==> config.mk <==
export PLATFORM = sky130hd
export DESIGN_NAME = vend_payout_ctrl
export DESIGN_NICKNAME = d
export VERILOG_FILES = /design/src/rtl/vend_payout_ctrl.sv
export SDC_FILE = /design/constraint.sdc
export NUM_CORES = 1
export LEC_CHECK = 0
export CAP_MARGIN = 20
export CORE_MARGIN = 2
export CORE_UTILIZATION = 55
export DETAILED_ROUTE_END_ITERATION = 8
export MAX_ROUTING_LAYER = met4
export PLACE_DENSITY_LB_ADDON = 0.05
export SETUP_SLACK_MARGIN = 0.4
export SLEW_MARGIN = 10
export SYNTH_ARGS = -nofsm -noshare
export SYNTH_HDL_FRONTEND = slang
export SYNTH_SLANG_ARGS = --single-unit
export TNS_END_PERCENT = 30
==> constraint.sdc <==
create_clock -name clk -period 5 [get_ports clk]
set_clock_uncertainty 0.15 [all_clocks]
set_input_delay 1.25 -clock clk [delete_from_list [all_inputs] [get_ports clk]]
set_output_delay 1.25 -clock clk [all_outputs]
set_load 0.05 [all_outputs]
==> src/rtl/vend_payout_ctrl.sv <==
// vend_payout_ctrl: coin-accepting, candy-vending, change-paying controller.
//
// Coins are taken through a valid/ready handshake and accumulate as credit.
// When credit reaches PRICE the candy dispenser is requested. Change, or a
// cancel refund, is then paid one coin at a time using greedy 25/10/5
// selection drawn from per-denomination inventory counters.
//
// Ports:
//   clk, reset            clock and synchronous active-high reset
//   coin_valid, coin      coin slot handshake (00 cancel, 01=5, 10=10, 11=25)
//   coin_ready            slot accepts a coin/cancel this cycle
//   credit                accumulated credit
//   busy                  transaction in progress (VEND or PAY)
//   candy_req/candy_ack   dispenser request/completion
//   coin_out_req/_sel/_ack hopper request, denomination, completion
//   refill                reload all inventories to INV_INIT
//   inv_5, inv_10, inv_25 coin inventory counts
//   err_nochange          one-cycle pulse when change could not be completed
module vend_payout_ctrl #(
  parameter int PRICE    = 30,
  parameter int CW       = 6,
  parameter int INV_W    = 4,
  parameter int INV_INIT = 8
) (
  input  logic             clk,
  input  logic             reset,
  input  logic             coin_valid,
  input  logic [1:0]       coin,
  output logic             coin_ready,
  output logic [CW-1:0]    credit,
  output logic             busy,
  output logic             candy_req,
  input  logic             candy_ack,
  output logic             coin_out_req,
  output logic [1:0]       coin_out_sel,
  input  logic             coin_out_ack,
  input  logic             refill,
  output logic [INV_W-1:0] inv_5,
  output logic [INV_W-1:0] inv_10,
  output logic [INV_W-1:0] inv_25,
  output logic             err_nochange
);

  typedef enum logic [1:0] {S_COLLECT, S_VEND, S_PAY} state_t;

  localparam logic [CW-1:0]    PRICE_C = CW'(PRICE);
  localparam logic [INV_W-1:0] INV_RST = INV_W'(INV_INIT);
  localparam logic [INV_W-1:0] INV_MAX = '1;

  function automatic logic [CW-1:0] coin_value(input logic [1:0] c);
    case (c)
      2'b01:   return CW'(5);
      2'b10:   return CW'(10);
      2'b11:   return CW'(25);
      default: return '0;
    endcase
  endfunction

  function automatic logic [INV_W-1:0] sat_inc(input logic [INV_W-1:0] v);
    return (v == INV_MAX) ? v : v + 1'b1;
  endfunction

  state_t           state_q, state_d;
  logic [CW-1:0]    credit_q, credit_d;
  logic [CW-1:0]    rem_q, rem_d;
  logic             candy_req_q, candy_req_d;
  logic             req_q, req_d;
  logic [1:0]       sel_q, sel_d;
  logic             err_q, err_d;
  logic             ready_q, ready_d;
  logic             busy_q, busy_d;
  logic [INV_W-1:0] inv5_q, inv5_d, inv10_q, inv10_d, inv25_q, inv25_d;

  logic             accept;
  logic [CW-1:0]    credit_sum;
  logic [CW-1:0]    sel_val;
  logic [1:0]       pick_sel;

  assign accept     = coin_valid & ready_q;
  assign credit_sum = credit_q + coin_value(coin);
  assign sel_val    = coin_value(sel_q);

  // Greedy change choice: largest denomination that fits and is in stock.
  always_comb begin
    pick_sel = 2'b00;
    if (rem_q >= CW'(25) && inv25_q != '0)      pick_sel = 2'b11;
    else if (rem_q >= CW'(10) && inv10_q != '0) pick_sel = 2'b10;
    else if (rem_q >= CW'(5) && inv5_q != '0)   pick_sel = 2'b01;
  end

  always_comb begin
    state_d     = state_q;
    credit_d    = credit_q;
    rem_d       = rem_q;
    candy_req_d = candy_req_q;
    req_d       = req_q;
    sel_d       = sel_q;
    err_d       = 1'b0;
    inv5_d      = inv5_q;
    inv10_d     = inv10_q;
    inv25_d     = inv25_q;

    case (state_q)
      S_COLLECT: begin
        if (accept && coin != 2'b00) begin
          credit_d = credit_sum;
          case (coin)
            2'b01:   inv5_d  = sat_inc(inv5_q);
            2'b10:   inv10_d = sat_inc(inv10_q);
            default: inv25_d = sat_inc(inv25_q);
          endcase
          if (credit_sum >= PRICE_C) begin
            rem_d       = credit_sum - PRICE_C;
            candy_req_d = 1'b1;
            state_d     = S_VEND;
          end
        end else if (accept && credit_q != '0) begin
          rem_d    = credit_q;
          credit_d = '0;
          state_d  = S_PAY;
        end else if (refill && credit_q == '0) begin
          // A cancel with zero credit is a no-op, so it does not block refill.
          inv5_d  = INV_RST;
          inv10_d = INV_RST;
          inv25_d = INV_RST;
        end
      end
      S_VEND: begin
        if (candy_ack) begin
          candy_req_d = 1'b0;
          credit_d    = '0;
          state_d     = (rem_q == '0) ? S_COLLECT : S_PAY;
        end
      end
      S_PAY: begin
        if (req_q) begin
          if (coin_out_ack) begin
            req_d = 1'b0;
            rem_d = rem_q - sel_val;
            case (sel_q)
              2'b01:   inv5_d  = inv5_q - 1'b1;
              2'b10:   inv10_d = inv10_q - 1'b1;
              default: inv25_d = inv25_q - 1'b1;
            endcase
            if (rem_q == sel_val) state_d = S_COLLECT;
          end
        end else if (rem_q == '0) begin
          state_d = S_COLLECT;
        end else if (pick_sel != 2'b00) begin
          // Selection only happens with req low, which enforces the idle
          // cycle between consecutive coins.
          req_d = 1'b1;
          sel_d = pick_sel;
        end else begin
          // Residue cannot be paid from stock; it is forfeited.
          err_d   = 1'b1;
          rem_d   = '0;
          state_d = S_COLLECT;
        end
      end
      default: state_d = S_COLLECT;
    endcase

    ready_d = (state_d == S_COLLECT);
    busy_d  = (state_d != S_COLLECT);
  end

  always_ff @(posedge clk) begin
    if (reset) begin
      state_q     <= S_COLLECT;
      credit_q    <= '0;
      rem_q       <= '0;
      candy_req_q <= 1'b0;
      req_q       <= 1'b0;
      sel_q       <= 2'b00;
      err_q       <= 1'b0;
      ready_q     <= 1'b1;
      busy_q      <= 1'b0;
      inv5_q      <= INV_RST;
      inv10_q     <= INV_RST;
      inv25_q     <= INV_RST;
    end else begin
      state_q     <= state_d;
      credit_q    <= credit_d;
      rem_q       <= rem_d;
      candy_req_q <= candy_req_d;
      req_q       <= req_d;
      sel_q       <= sel_d;
      err_q       <= err_d;
      ready_q     <= ready_d;
      busy_q      <= busy_d;
      inv5_q      <= inv5_d;
      inv10_q     <= inv10_d;
      inv25_q     <= inv25_d;
    end
  end

  assign coin_ready   = ready_q;
  assign credit       = credit_q;
  assign busy         = busy_q;
  assign candy_req    = candy_req_q;
  assign coin_out_req = req_q;
  assign coin_out_sel = sel_q;
  assign err_nochange = err_q;
  assign inv_5        = inv5_q;
  assign inv_10       = inv10_q;
  assign inv_25       = inv25_q;

endmodule

; ---- After elaboration in Yosys (flattened, before gate mapping)
; Index checks and enable logic that the tools add are counted.
[word_totals]
reg_bits = 33
input_bits = 8
output_inout_bits = 25
wordCells = 151
[classes]
add_sub_neg = 9
magnitude_cmp = 4
n_eq_ne = 33
n_mux = 60
bitwise_logic = 4
n_reduce_logical = 29
[ops]
columns = op, n
row1 = 2-to-1 mux 4 bit, 20
row2 = 2-to-1 mux 6 bit, 10
row3 = inequality test 3 bit (second input constant), 11
row4 = one-hot mux 5 bit (3 select lines), 2
row5 = 2-to-1 mux 2 bit, 12
row6 = one-hot mux 4 bit (2 select lines), 3
row7 = one-hot mux 6 bit (2 select lines), 2
row8 = AND reduction 8 bit, 3
row9 = adder 4 x 1 -> 4 bit (second input constant), 3
row10 = == test 4 bit (second input constant), 3
row11 = greater-or-equal comparator 6 x 5 -> 1 bit (second input constant), 2
row12 = zero test 6 bit, 2
row13 = inequality test 2 bit (second input constant), 6
row14 = nonzero test 4 bit, 3
row15 = subtractor 4 x 1 -> 4 bit (second input constant), 3
row16 = == test 2 bit (second input constant), 5
row17 = nonzero test 2 bit, 5
row18 = 2-to-1 mux 1 bit, 9
row19 = AND reduction 4 bit, 2
row20 = adder 6 bit, 1
row21 = == test 2 x 1 -> 1 bit (second input constant), 3
row22 = == test 6 bit, 1
row23 = greater-or-equal comparator 6 x 3 -> 1 bit (second input constant), 1
row24 = greater-or-equal comparator 6 x 4 -> 1 bit (second input constant), 1
row25 = other kinds (15), 26

; ---- Depth between registers and ports, before layout
; Gate-level depths: netlist (run 1).
[logic_depth]
ltp_word = 11
ltp_mapped = 14
depth_no_buf = 14

; ---- Least setup slack after synthesis (run 1)
; Ideal clock, no wire load.
[synth_timing]
kind = input port to flip-flop
from = input port coin[1]
to = register rem_q[0]
setup_time_ns = 0.067
arrival_ns = 3.706
setup_slack_ns = 1.076
cell_stages = 14
path_cell_list = inv_1 > ha_1 > nor2_1 > nor2_1 > ha_1 > fa_1 > xor2_2 > nand2_1 > nor3_1 > a21oi_1 > a221o_1 > buf_6 > a311o_1 > a21oi_2
[synth_via]
elab_chain_len = 7
elab_cells_between_ends = 15
cone_classes = add/sub (2) / order compare (1) / eq/ne (5) / mux (4) / reduce/logical (3)
[synth_lines]
columns = item, line
row1 = from (decl), 28  ; input logic [1:0] coin,
row2 = == test 2 bit / == test 2 x 1 -> 1 bit (equally long branches), 51  ; case (c)
row3 = one-hot mux 5 bit (3 select lines), 51
row4 = adder 6 bit, 80  ; assign credit_sum = credit_q + coin_value(coin);
row5 = subtractor 6 x 5 -> 6 bit, 113  ; rem_d = credit_sum - PRICE_C;
row6 = 2-to-1 mux 6 bit, 112  ; if (credit_sum >= PRICE_C) begin
row7 = 2-to-1 mux 6 bit, 105  ; if (accept && coin != 2'b00) begin
row8 = one-hot mux 6 bit (2 select lines), 103  ; case (state_q)
row9 = to (signal assigned), 185  ; rem_q <= rem_d;
row10 = to (decl), 65  ; logic [CW-1:0] rem_q, rem_d;
; Parallel ways exist; a longest one is shown, timed or not. The select of a mux whose other input is x is not followed.
; A chain may end at the register's enable or synchronous reset.

; ---- Worst setup path after layout (run 1)
[layout_timing]
from = input port coin[0]
to = register rem_q[0]
; Same word-level chain as after synthesis.

==> run summary, run 1 <==
The flow ran to the end, and the final reports show no timing, DRC or antenna violations. Buffers added to address setup during post-CTS repair amount to 0. The run gives 5290 µm² as the overall die area. The count of buffers added on input and output ports is 32. The setup path with the least slack is of type in2reg. In this run the static leakage power is 1.21 nW.

The tools report the internal power as 0.000605 W. Dividing the final minimum period by the clock period gives 86.5%. Measured on the finished design, the core utilization comes to 66.3%.

The number of vias in the routed layout came out at 2521. The site row count is 25. Power comes to 0.000992 W. The clock drives 33 sinks. The most critical setup path has its startpoint at coin[0]. In the synthesized netlist, the number of instances is 335.

The register clock-pin slew on the reported worst setup and hold paths was 0.07 ns; the width of the chip was 72.7 µm. Maximum root-to-sink buffer count: 2. Part of the total power dissipated in sequential elements: 32.9%. The switching power share of the total works out to 39.0%. VDD sags by at most 174 µV. Number of synthesized register bits: 33.

TritonCTS built the clock tree. After routing, the total negative slack on setup checks comes to 0 ns. The arrival time reported for the critical path endpoint was 4.40 ns.

Hold timing on the final database bottoms out at a slack of 0.309 ns. The source of the worst hold timing path was candy_req$_SDFFE_PP0P_. The clock latency of the later-clocked register in the worst-skew pair came out at 0.29 ns. The startpoint identified for the worst register-to-register timing path is credit[1]$_SDFFE_PP0P_.

The commonest register cell after synthesis was sky130_fd_sc_hd__dfxtp_1. Along the worst path, the maximum fanout reaches 10. The congestion estimate from routability-driven global placement came to 0.954. Final layout net count: 399.

The total CTS buffers came out at 5. The initial utilization of the core area, before any placement, comes to 56.1%. The number of nets in the synthesized netlist is 372.

The tightest slew margin relative to the limit is 32.4%, and the final setup violation count is 0. The wire length of the first global-routing pass was 11000 µm; the initial antenna violation count was 0. The routed wire length was 6550 µm. The logs give 32 for the largest net degree at the start of global routing and 59 for the count of unique library cells instantiated by Yosys. Setup repair after global routing left no endpoint under its margin. The detail route stage leaves a number of antenna-violating nets equal to 0. The post-synthesis average cell area was 7.76 µm²; the detailed router's first-iteration violation count was 176. Highest clock rate: 231 MHz.

The logs give 40.0% for the part of the power in combinational logic and 5.08 ns for the required time at the worst-slack endpoint. After filler insertion, the fill cell instance count of the layout stands at 426. Detailed placement finished with a half-perimeter wire length of 4670 µm. Overall track demand over capacity in global routing: 27.0%.

Of all flip-flops after synthesis, the portion carrying an async set or reset was 0%. The run gives 5 as the first-pass iteration count of the detailed router. STA classifies the critical path endpoint as a flip-flop. The area growth from synthesis to final layout is 18.2%, and the number of ports placed on the die boundary is 33.

Power spread over the standard cell area amounts to 323 nW/µm². The register area share after synthesis came out at 25.4%. CTS built an H-tree with a depth of 2. The core region area was 4630 µm²; the floorplan die height was 72.7 µm. Total number of yosys warnings: 0.

The tools report the proportion of power drawn by the clock network as 27.0%. For the final number of hold-violating endpoints, the log shows 0. 0 antenna diodes ended up in the layout. For the number of global-route vias before repair, the log shows 2267. The routed wirelength normalized by instance count is 15.7 µm, and the number of vias per cell after detailed routing is 6.05. Global routing finished with a remaining overflow of 0. The slew of the pin with the lowest slew margin was 1.01 ns. STA classifies the critical path startpoint as an input port. The post-route DRC violation count was 0; the fraction of layout cells with a size suffix above 1 was 7.71%. For this design the total switching power over the nets is 0.000387 W. The buffer type at the clock tree root is sky130_fd_sc_hd__clkbuf_8. The kind of path behind the tightest hold check is reg2reg. The worst path in the final design needs a cycle of 4.32 ns, including I/O delays and setup.

Summing every instance area after synthesis gives 2600 µm². Yosys mapped a number of flops with a built-in enable equal to 0. The logs give 0 for the max-slew violation count and 0 for the number of maximum-capacitance violations.
## cells in the final DEF, fill, tap and decap left out, types with 6 or more instances in the layout
| cell type | Yosys | final |
|---|---|---|
| sky130_fd_sc_hd__nor2_1 | 46 | 46 |
| sky130_fd_sc_hd__clkbuf_8 | 0 | 6 |
| sky130_fd_sc_hd__dfxtp_1 | 33 | 33 |
| sky130_fd_sc_hd__nand3_1 | 11 | 11 |
| sky130_fd_sc_hd__ha_1 | 27 | 27 |
| sky130_fd_sc_hd__clkdlybuf4s50_1 | 0 | 31 |
| sky130_fd_sc_hd__a211oi_1 | 6 | 6 |
| sky130_fd_sc_hd__o21ai_0 | 11 | 11 |
| sky130_fd_sc_hd__nand2_1 | 22 | 22 |
| sky130_fd_sc_hd__a22oi_1 | 8 | 8 |
| sky130_fd_sc_hd__nor3_1 | 14 | 13 |
| sky130_fd_sc_hd__a21oi_1 | 27 | 27 |
| sky130_fd_sc_hd__inv_1 | 24 | 24 |
## kinds of logic (layout without fill, tap and decap cells)
kind of cell               Yosys count  count (layout)  synth area share [%]
adders and majority gates           29              29                  14.5
DFF                                 33              33                  25.4
buffers and inverters               40              68                  6.21
AOI/OAI and AO/OA                   92              92                  24.7
xor gates and xnor gates             4               4                  1.64
muxes                                4               4                  1.54
and+or+nand+nor                    133             133                  26.0
## routing by layer
layer | up-vias | track usage (%) | routed length, µm
met4 | 0 | 9.47 | 145
li1 | 1262 | - | -
met5 | - | - | 0
met1 | 1182 | 38.9 | 3310
met2 | 60 | 38.3 | 2800
met3 | 17 | 4.14 | 295
## timing repair
action	4_1_cts	5_1_grt
endpoints found under the hold margin	0	0
resized for setup	0	3
endpoints found under the setup margin	0	6
hold buffers	0	0
## cells in the mapped netlist, types with 2 or more instances
library cell,instances,area (µm²)
sky130_fd_sc_hd__nand4_1,4,25.0
sky130_fd_sc_hd__ha_1,27,338
sky130_fd_sc_hd__nor3_1,14,70.1
sky130_fd_sc_hd__nor2b_1,3,18.8
sky130_fd_sc_hd__o221ai_2,2,30.0
sky130_fd_sc_hd__a21oi_1,27,135
sky130_fd_sc_hd__a211o_1,3,26.3
sky130_fd_sc_hd__or3_1,3,18.8
sky130_fd_sc_hd__a211oi_2,2,25.0
sky130_fd_sc_hd__nand3b_1,3,22.5
sky130_fd_sc_hd__xnor2_1,3,26.3
sky130_fd_sc_hd__a221oi_1,2,17.5
sky130_fd_sc_hd__nor3b_1,2,15.0
sky130_fd_sc_hd__nor4b_1,2,17.5
sky130_fd_sc_hd__clkbuf_1,12,45.0
sky130_fd_sc_hd__a221o_1,2,20.0
sky130_fd_sc_hd__nand2b_1,5,31.3
sky130_fd_sc_hd__o211ai_1,2,15.0
sky130_fd_sc_hd__nor4_1,5,31.3
sky130_fd_sc_hd__mux2i_1,4,40.0
sky130_fd_sc_hd__a31oi_1,4,25.0
sky130_fd_sc_hd__o21bai_1,2,15.0
sky130_fd_sc_hd__nand3_1,11,55.1
sky130_fd_sc_hd__nor3_2,3,30.0
sky130_fd_sc_hd__a211oi_1,6,45.0
sky130_fd_sc_hd__o21ai_1,5,25.0
sky130_fd_sc_hd__or2_1,2,12.5
sky130_fd_sc_hd__fa_1,2,40.0
sky130_fd_sc_hd__dfxtp_1,33,661
sky130_fd_sc_hd__a311oi_1,3,26.3
sky130_fd_sc_hd__inv_1,24,90.1
sky130_fd_sc_hd__a22oi_1,8,60.1
sky130_fd_sc_hd__o21ai_0,11,55.1
sky130_fd_sc_hd__nand2_1,22,82.6
sky130_fd_sc_hd__nor2_1,46,173
sky130_fd_sc_hd__buf_2,3,15.0
## sequential cells by signal, summed over array words and instances, names as in the netlist
register,cells
credit,6
rem_q,6
inv_10,4
inv_25,4
inv_5,4
coin_out_sel,2
state_q,2
busy,1
candy_req,1
coin_out_req,1
coin_ready,1
err_nochange,1
## area by class of cell
type / count / area [µm²] / share of cell area (%)
Clock buffer: 7 / 86.3 / 2.81
Timing Repair Buffer: 36 / 353 / 11.5
Tap cell: 54 / 67.6 / 2.20
Sequential cell: 33 / 661 / 21.5
Multi-Input combinational cell: 262 / 1780 / 58.1
Inverter: 24 / 90.1 / 2.93
Clock inverter: 1 / 30.0 / 0.978
## path summary, 6_finish.rpt
check,depth (start not counted),slack (ns),to
max,13,0.68,rem_q[0]$_SDFFE_PP0P_
min,2,0.31,candy_req$_SDFFE_PP0P_
max reg2reg,8,2.13,rem_q[0]$_SDFFE_PP0P_
min reg2reg,2,0.31,candy_req$_SDFFE_PP0P_
## metrics by stage
stage | worst slack, ns | area, µm² | instances
6_report | 0.677 | 3070 | 417
3_5_place_dp | 0.187 | 2950 | 409
5_1_grt | 0.427 | 3070 | 417
4_1_cts | 0.479 | 3060 | 417
2_1_floorplan | 1.08 | 2600 | 335
3_3_place_gp | 0.314 | 2950 | 409
## power groups by stage
stage                     clock [W]  sequential, W  combinational [W]
after floorplan                   0       0.000380           0.000244
after global placement            0       0.000332           0.000387
after detailed placement          0       0.000332           0.000390
after CTS                  0.000273       0.000326           0.000394
after global routing       0.000279       0.000332           0.000438
final                      0.000268       0.000327           0.000397
## worst max-delay path, cell delays in order
cell	delay (ns)
sky130_fd_sc_hd__clkdlybuf4s50_1	0.47
sky130_fd_sc_hd__inv_1	0.13
sky130_fd_sc_hd__ha_1	0.28
sky130_fd_sc_hd__nor2_1	0.08
sky130_fd_sc_hd__ha_1	0.23
sky130_fd_sc_hd__fa_1	0.44
sky130_fd_sc_hd__xor2_2	0.23
sky130_fd_sc_hd__nand2_1	0.09
sky130_fd_sc_hd__nor3_2	0.21
sky130_fd_sc_hd__a21oi_1	0.12
sky130_fd_sc_hd__a221o_2	0.45
sky130_fd_sc_hd__a311o_1	0.32
sky130_fd_sc_hd__a21oi_2	0.11
(Power assumes the default switching activity.)
==> inputs of run 2 (changes only) <==
Settings changed: CORE_ASPECT_RATIO set to 0.8.
==> run summary, run 2 (synthesized netlist as in run 1, its figures left out) <==
The logs give 4.58 ns for the arrival time reported for the critical path endpoint and 0 for the overall overflow remaining after global route. Dividing the detail-routed via count by the number of cells gives 6.00. The source of the worst hold timing path is candy_req$_SDFFE_PP0P_.

The detail route stage leaves a number of antenna-violating nets equal to 0. Once the clock tree was built, the setup fixing pass inserted 0 buffers. Count of buffers inserted at the top-level ports: 32. Counting cells, the worst reg-to-reg path comes to 8. The first global-routing pass estimated 11600 µm of wire. The repair_antennas step left the layout with diodes totalling 0. Counting along the longest clock path gives a buffer depth of 2. The floorplan die height is 65.5 µm.

The run finished with clean final reports. For this run, the top clock speed supported by timing is 222 MHz. Setup repair after global routing could not meet its margin everywhere. The total CTS buffers was 5. Across all layers, the routed design uses 2531 vias.

The worst setup path is captured at a flip-flop. Number of fillers in the final layout: 418. The kind of path behind the tightest hold check was reg2reg. TritonCTS built the clock tree.

The area growth from synthesis to final layout came out at 17.2%. After the last flow step, the layout net total stands at 399. For flop-to-flop paths, the worst setup slack is 2.04 ns.

Cells with a size suffix above 1 make up 7.46% of the layout. The die is 80.9 µm wide. Along the worst path, the maximum fanout reaches 10.

The tools report the origin of the critical flop-to-flop path as credit[1]$_SDFFE_PP0P_. The tools report the worst hold path endpoint as candy_req$_SDFFE_PP0P_. The met1 routed wirelength after detailed routing came out at 3460 µm. Clock-pin slew was measured on the worst setup and hold paths at 0.06 ns. Wire segments on met3 add up to 462 µm in the final route.

The initialized floorplan defines 22 standard-cell rows. The first-pass iteration count of the detailed router was 4; the worst hold margin was 0.347 ns. The detailed-placement wirelength estimate was 5090 µm; the fraction of the cycle the final worst path needs was 90.3%. The worst setup path is launched from an input port.

The path type of the worst setup path is in2reg. The power density over the cells is 306 nW/µm², and the core region area is 4570 µm². The logs give 2860 µm for the wire length on met2 and 37.4% for the tightest slew margin relative to the limit. Number of maximum-capacitance violations: 0. In the layout the commonest cells are sky130_fd_sc_hd__nor2_1 (46), sky130_fd_sc_hd__dfxtp_1 (33), sky130_fd_sc_hd__clkdlybuf4s50_1 (32). Capture point of the worst reg-to-reg path: rem_q[0]$_SDFFE_PP0P_.

For the overall track demand over capacity in global routing, the log shows 29.0%. For this run, design rule violations remaining after detail routing come to 0. The initial antenna violation count is 0, and the final estimated routing congestion in global placement is 0.939. The final number of hold-violating endpoints is 0. The later pin in the worst-skew pair is clocked with a latency of 0.29 ns. Entering global routing, the biggest net connects 24 pins. The H-tree generated during clock tree synthesis spans 2 levels.

The routed wire length was 6860 µm; the minimum clock period after layout was 4.51 ns. Top routing layer in use: met4. The first routing iteration left 163 violations. Effective utilization at floorplan: 56.9%. At the pin with the least slew margin, the transition time is 0.939 ns. The routed wirelength normalized by instance count works out to 16.3 µm. The setup TNS came out at 0 ns. Setup violations remaining at the end of the flow were counted as 0. The die covers 5290 µm². VDD sags by at most 165 µV. Clock tree synthesis found a total of 33 sinks. The library cell used most frequently in the layout, excluding fill and tap cells, is sky130_fd_sc_hd__nor2_1.

Summed over all cells, the static leakage comes to 1.19 nW. Number of ports placed on the die boundary: 33. For the worst setup path, the data required time is 5.06 ns. The number of global-route vias before repair is 2396, and the instance count along the most critical hold path is 2. The max-slew violation count is 0. The tree is rooted in a sky130_fd_sc_hd__clkbuf_8.
==> run 2: layout make-up <==
class,instances,area [µm²],share of cell area (%)
clock buffers,7,86.3,2.83
flip-flops and latches,33,661,21.7
multi-input cells,262,1780,58.6
well taps,60,75.1,2.46
repair buffers,36,350,11.5
inverters,24,90.1,2.96
==> run 2: worst max-delay path by stage <==
stage / startpoint / slack, ns / cells past startpoint / to
global route: coin[1] / 0.31 / 14 / rem_q[0]$_SDFFE_PP0P_
floorplan: coin[1] / 1.08 / 14 / rem_q[0]$_SDFFE_PP0P_
finish: coin[1] / 0.49 / 14 / rem_q[0]$_SDFFE_PP0P_
global placement: coin[1] / 0.29 / 14 / rem_q[0]$_SDFFE_PP0P_
CTS: coin[1] / 0.48 / 14 / rem_q[0]$_SDFFE_PP0P_
detailed placement: coin[1] / 0.20 / 14 / rem_q[0]$_SDFFE_PP0P_
==> run 2: what timing repair did <==
| action | 4_1_cts | 5_1_grt |
|---|---|---|
| setup endpoints to repair | 0 | 4 |
| hold buffers | 0 | 0 |
| resized for setup | 0 | 2 |
==> run 2: worst max-delay path, cell delays in order <==
cell and delay [ns]:
sky130_fd_sc_hd__clkdlybuf4s50_1 0.58, sky130_fd_sc_hd__inv_1 0.09, sky130_fd_sc_hd__ha_1 0.22, sky130_fd_sc_hd__nor2_1 0.11, sky130_fd_sc_hd__nor2_1 0.06, sky130_fd_sc_hd__ha_1 0.24, sky130_fd_sc_hd__fa_1 0.44, sky130_fd_sc_hd__xor2_2 0.22
sky130_fd_sc_hd__nand2_1 0.07, sky130_fd_sc_hd__nor3_1 0.28, sky130_fd_sc_hd__a21oi_1 0.13, sky130_fd_sc_hd__a221o_2 0.45, sky130_fd_sc_hd__a311o_1 0.31, sky130_fd_sc_hd__a21oi_2 0.11
==> run 2: stage by stage <==
step / cells / worst slack, ns / instance area [µm²] / total power [W] / utilization [%]
2_1_floorplan: 335 / 1.08 / 2600 / 0.000624 / -
3_3_place_gp: 415 / 0.293 / 2950 / 0.000719 / 64.6
3_5_place_dp: 415 / 0.196 / 2950 / 0.000724 / 64.6
4_1_cts: 422 / 0.484 / 3040 / 0.000930 / 66.5
5_1_grt: 422 / 0.306 / 3050 / 0.000991 / 66.7
6_report: 422 / 0.487 / 3050 / 0.000933 / 66.7
==> run 2: report_power, final <==
part | switching [W] | internal (W)
Combinational | 0.000244 | 0.000155
Sequential | 0.0000409 | 0.000288
Clock | 0.0000958 | 0.000109
Total | 0.000381 | 0.000552
==> run 2: per-layer routing <==
metal / vias to the layer above / GRT usage [%]
li1: 1270 / -
met1: 1171 / 41.1
met2: 82 / 41.7
met3: 8 / 6.04
met4: 0 / 8.05
met5: - / -
